## src/rtl/instruction_fetch.sv

```systemverilog
// Single-outstanding instruction fetch: REQ -> WAIT -> HOLD loop with redirect squash and misaligned-target halt.
// Latency: 3 cycles per instruction minimum; backpressure via imem_req_ready (REQ) and inst_ready (HOLD).
module instruction_fetch #(
  parameter logic [63:0] RESET_PC = 64'h0000_0000_0000_0000
) (
  input  logic        clk,
  input  logic        reset_n,
  output logic        imem_req_valid,
  input  logic        imem_req_ready,
  output logic [63:0] imem_addr,
  input  logic        imem_resp_valid,
  input  logic [31:0] imem_rdata,
  input  logic        redirect_valid,
  input  logic [63:0] redirect_pc,
  output logic        inst_valid,
  input  logic        inst_ready,
  output logic [31:0] instruction,
  output logic [63:0] inst_pc,
  output logic        misaligned_fault
);

  typedef enum logic [2:0] {
    IDLE  = 3'd0,
    REQ   = 3'd1,
    WAIT  = 3'd2,
    HOLD  = 3'd3,
    DRAIN = 3'd4,
    HALT  = 3'd5
  } state_t;

  state_t      state;
  logic [63:0] pc;
  logic        redir_ok;
  logic        redir_bad;

  assign redir_bad = redirect_valid && (redirect_pc[1:0] != 2'b00);
  assign redir_ok  = redirect_valid && (redirect_pc[1:0] == 2'b00);

  assign imem_req_valid   = (state == REQ);
  assign inst_valid       = (state == HOLD);
  assign misaligned_fault = (state == HALT);
  assign imem_addr        = pc;

  always_ff @(posedge clk or negedge reset_n) begin
    if (!reset_n) begin
      state       <= IDLE;
      pc          <= RESET_PC;
      instruction <= 32'h0000_0013;
      inst_pc     <= RESET_PC;
    end else if (state != HALT) begin
      if (redir_bad) begin
        state <= HALT;
      end else begin
        if (redir_ok) pc <= redirect_pc;
        case (state)
          IDLE: state <= REQ;
          REQ: begin
            // A request accepted in the redirect cycle is stale; its response must be drained.
            if (imem_req_ready) state <= redir_ok ? DRAIN : WAIT;
          end
          WAIT: begin
            if (imem_resp_valid) begin
              if (redir_ok) begin
                state <= REQ;
              end else begin
                instruction <= imem_rdata;
                inst_pc     <= pc;
                pc          <= pc + 64'd4;
                state       <= HOLD;
              end
            end else if (redir_ok) begin
              state <= DRAIN;
            end
          end
          HOLD: begin
            if (inst_ready || redir_ok) state <= REQ;
          end
          DRAIN: begin
            if (imem_resp_valid) state <= REQ;
          end
          default: state <= IDLE;
        endcase
      end
    end
  end

endmodule

```

## config.mk

```make
export PLATFORM = sky130hd
export DESIGN_NAME = instruction_fetch
export DESIGN_NICKNAME = d
export VERILOG_FILES = /design/src/rtl/instruction_fetch.sv
export SDC_FILE = /design/constraint.sdc
export NUM_CORES = 1
export LEC_CHECK = 0
export CAP_MARGIN = 20
export CORE_MARGIN = 2
export CORE_UTILIZATION = 45
export DETAILED_ROUTE_END_ITERATION = 10
export PLACE_DENSITY = 0.78
export SETUP_SLACK_MARGIN = 0.3
export SLEW_MARGIN = 5
export SYNTH_ARGS = -nofsm -noshare
export SYNTH_HDL_FRONTEND = slang
export SYNTH_SLANG_ARGS = --single-unit
export TNS_END_PERCENT = 50
```

## constraint.sdc

```tcl
create_clock -name clk -period 2.8 [get_ports clk]
set_input_delay 0.28 -clock clk [delete_from_list [all_inputs] [get_ports clk]]
set_output_delay 0.28 -clock clk [all_outputs]
set_load 0.05 [all_outputs]
```

[Yosys cells after proc, flatten, opt, wreduce, memory -nomap -nowiden]
Cells that the tools add are included.
W data, S select, Z words.
Storage, ports and cells
  bits of input ports: 102
  output and inout port bits: 163
  register bits: 163
Operators by class
  equality and inequality tests: 10
  reductions and logical operators: 9
  add/sub/neg operators: 1
  muxes and demuxes: 13
  bitwise gates (word level): 2
Operator list (number)
  $mux W64: 4
  $add A64 B3 Y64 const B: 1
  $mux W3: 7
  $pmux W3 S5: 1
  $reduce_and A5 Y1: 2
  $eq A3 B2 Y1 const B: 2
  $eq A3 B3 Y1 const B: 2
  $ne A3 B1 Y1 const B: 2
  $ne A3 B3 Y1 const B: 2
  $ne A4 B4 Y1 const B: 1
  $eq A3 B1 Y1 const B: 1
  $logic_not A3 Y1: 1
  $logic_and A1 B1 Y1: 2
  $logic_not A2 Y1: 1
  $mux W2: 1
  $not A1 Y1: 2
  $reduce_and A2 Y1: 1
  $reduce_bool A2 Y1: 1
  $logic_or A1 B1 Y1: 1

[Depth between registers and ports, before layout]
  depth after elaboration: 6
  gate-level depth with buffers: 9
  depth with buffers taken out: 6

[Worst setup path after synthesis]
No wires, ideal clock.
  path kind: flip-flop to flip-flop
  from: register pc[2], in the netlist imem_addr[2]
  to: register pc[60], in the netlist imem_addr[60]
  data arrival time: 2.766 ns
  setup time: 0.070 ns
  slack: -0.036 ns
  stages on the path, launching flop included: 8
  path through: dfrtp_1 > ha_1 > nand4_1 > or4_1 > or4_1 > buf_2 > or4_1 > nand3_1
On the way
  longest elaborated chain between the ends: 4
Ends and longest elaborated chain
  start, declared: RTL line 32  | logic [63:0] pc;
  start signal, assigned: RTL line 54  | if (redir_ok) pc <= redirect_pc;
  start signal, assigned: RTL line 68  | pc <= pc + 64'd4;
  $add A64 B3 Y64: RTL line 68
  $mux W64: RTL line 63  | if (redir_ok) begin
  $mux W64: RTL line 62  | if (imem_resp_valid) begin
  $mux W64: RTL line 55  | case (state)
Every way passes these cells.
A chain may end at the register's enable or synchronous reset.

[Worst setup path after layout]
  from: register pc[3], in the netlist imem_addr[3]
  to: register pc[62], in the netlist imem_addr[62]
Same word-level chain as after synthesis.

==> run summary <==
Setup crit start = imem_addr[3]$_DFFE_PN0P_
crit path buf inv count = 0
Synth Area in Compound Gates = 12.1%
EDFF count, synth = 0
sequential area share after synthesis = 48.8%
H-Tree Level Count = 4
Slew Limit Fails = 0
initial core utilization = 46.2%
HP Class = in -> async
largest net degree at the start of global routing = 86
clock tree root buffer cell = clkbuf_16
Final Cycle Share = 87.3%
postcts setup bufs = 0
placed cell count = 1309
# setup viols final = 0
total track usage = 27.9%
worst skew pair latency = 0.43 ns
initial antenna violation count = 0
CP endpoint = imem_addr[62]$_DFFE_PN0P_
CP delay by family, top = simple AND/OR/NAND/NOR gates
die span in y = 140 um
DR iter-0 viols = 902
vias in the first global route = 7870
synth-to-layout area growth = 45.8%
register area = 4120 um2
Synth Area in Simple Gates = 22.3%
via count = 8168
vias per std cell = 6.09
most frequent cells in the layout = clkdlybuf4s50_1 (261), dfrtp_1 (129), mux2_2 (95)
critical path cell sequence = ha_4 -> nand4_1 -> or4_4 -> or4_4 -> or4_1 -> nand3_1
IO Count = 265
Leak = 0.00501 uW
Top FF cell, synth = dfrtp_1
Port Buffers = 264
Mapped Nets = 934
CTS sink cnt = 163
Worst path depth = 6
most common cell after layout, fill and taps aside = clkdlybuf4s50_1
worst reg2reg path depth = 6
pwr dens = 933 nW/um2
Reg2Reg Setup Slack = 0.35 ns
layout cells sized above 1 = 20.5%
first-pass GRT wire length = 43700 um
drt total wl = 27500 um
cts bufs inserted = 17
Clock Skew = 0.0124 ns
worst endpoint required time = 3.16 ns
layout net count = 1203
largest area contributor in the netlist = dfrtp_1
Max-Cap Viols = 0
total negative slack = 0 ns
total core area = 18100 um2
drt wl/cell = 20.5 um
delay of the slowest critical-path stage = 0.57 ns
TritonRoute pass-1 iters = 5
Filler Cell Count = 1375
XOR/XNOR share of the synthesized area = 0%
final hold vios = 0
slowest CP cell = or4_4
worst-margin pin slew = 0.611 ns
Adder-Cell Fraction of Synth Area = 0.150%
DP HPWL = 19500 um
crit-path most repeated cell = or4_4
Worst slew margin = 58.9%
syn_area_per_cell = 10.1 um2
Cell Rows = 49
Reg-to-Reg End = imem_addr[62]$_DFFE_PN0P_
Synth top area share = 47.9%
status = complete, no violations
combinational family with the most area after synthesis = simple AND/OR/NAND/NOR gates
final non-filler cell total = 1342
DRC Markers = 0
number of synthesized register bits = 163
Die Area = 19700 um2
area of the multi-input gates = 4070 um2
RSZ-0062 raised after global routing = yes
VDD IR max = 705 uV
Syn Std Cell Area = 8360 um2
Routed Antenna Nets = 0
Worst setup EP type = flip-flop
number of diodes = 0
CTS tree = built
Mapped Cells = 831
post-synthesis mux area share = 13.4%
Tmin final = 2.45 ns
critical path peak fanout = 7
synth warn = 0
gpl congestion = 0.874
largest cells by area after synthesis = dfrtp_1 (48%), mux2_2 (13%), nand4_1 (3.0%)
Clock Path Buffers = 2
Chip Width = 140 um
maximum operating frequency = 409 MHz
critical path class = reg -> reg
Arr. time, crit path = 2.81 ns
post-synth cell types = 57
Crit Reg-Reg Startpoint = imem_addr[3]$_DFFE_PN0P_
Async SR Flop Fraction = 100%
Worst-path clk slew = 0.07 ns
GR Overflow Total = 0
Startpoint Class = flip-flop
worst register-to-register path: stages (launching register included):
cell,delay [ns]
dfrtp_2,0.45
ha_4,0.18
nand4_1,0.15
or4_4,0.45
or4_4,0.57
or4_1,0.49
nand3_1,0.10
repair_timing:
item	in CTS	in global routing
endpoints found under the hold margin	59	0
pin swaps	0	0
hold buffers	1	0
resized for setup	1	4
endpoints found under the setup margin	1	2
metal layers:
metal	vias to the layer above	GRT usage [%]	routed length, um	part of all wire (%)
li1	3678	-	-	-
met1	3995	37.3	11100	40
met2	440	45.4	13300	48
met3	55	6.15	2470	9.0
met4	0	8.88	654	2.4
met5	-	0	0	0
area by class of cell:
type                    count  share of cell area (%)
flip-flops and latches    163                    33.8
multi-input cells         597                    33.4
repair buffers            314                    25.3
clock buffers              17                    3.49
well taps                 229                    2.35
clock inverters            15                    1.43
inverters                   7                   0.216
state kept, by name (all words and copies together), names as in the netlist:
register     cells
imem_addr       64
inst_pc         64
instruction     32
state            3
power breakdown:
| part | switching [uW] | internal (uW) |
|---|---|---|
| clock | 1060 | 1340 |
| sequential | 665 | 2920 |
| combinational | 3490 | 1900 |
| total | 5210 | 6160 |
worst min path at each step:
stage | to | slack (ns) | depth (start not counted)
finish | inst_pc[14]$_DFFE_PN0P_ | 0.41 | 2
global route | instruction[28]$_DFFE_PN0P_ | 0.45 | 2
CTS | inst_pc[14]$_DFFE_PN0P_ | 0.42 | 2
detailed placement | inst_pc[14]$_DFFE_PN0P_ | 0.31 | 1
global placement | inst_pc[14]$_DFFE_PN0P_ | 0.31 | 1
floorplan | imem_addr[0]$_DFFE_PN0P_ | -0.02 | 0
logic make-up after synthesis:
family	after synthesis
simple gates	340
flops	163
compound gates	156
mux	100
buf+inv	71
fa+ha+maj	1
through the flow:
| step | utilization [%] | power (uW) | cell area (um2) | hold WS (ns) | setup WS [ns] |
|---|---|---|---|---|---|
| 6_report | 67.4 | 11400 | 12200 | 0.415 | 0.355 |
| 5_1_grt | 67.4 | 11900 | 12200 | 0.447 | 0.276 |
| 4_1_cts | 67.2 | 11400 | 12200 | 0.422 | 0.307 |
| 3_5_place_dp | 63.9 | 8950 | 11600 | 0.310 | 0.0280 |
| 3_3_place_gp | 63.9 | 8870 | 11600 | 0.305 | 0.0658 |
| 2_1_floorplan | - | 6930 | 8480 | -0.0156 | 0.215 |
cell usage after synthesis, drive strengths merged, types with 7 or more instances:
cell and number:
nand2 55, mux2 95, nor3 35, o21ai 31, inv 7, o22ai 12
dfrtp 160, a211oi 13, and4 16, nand4 40, o211ai 12, and3 25
nand3 47, nor4 21, or3 13, a21oi 41, or4 12, a22oi 7
clkbuf 56, nor2 48, buf 8
(Power assumes the default switching activity.)
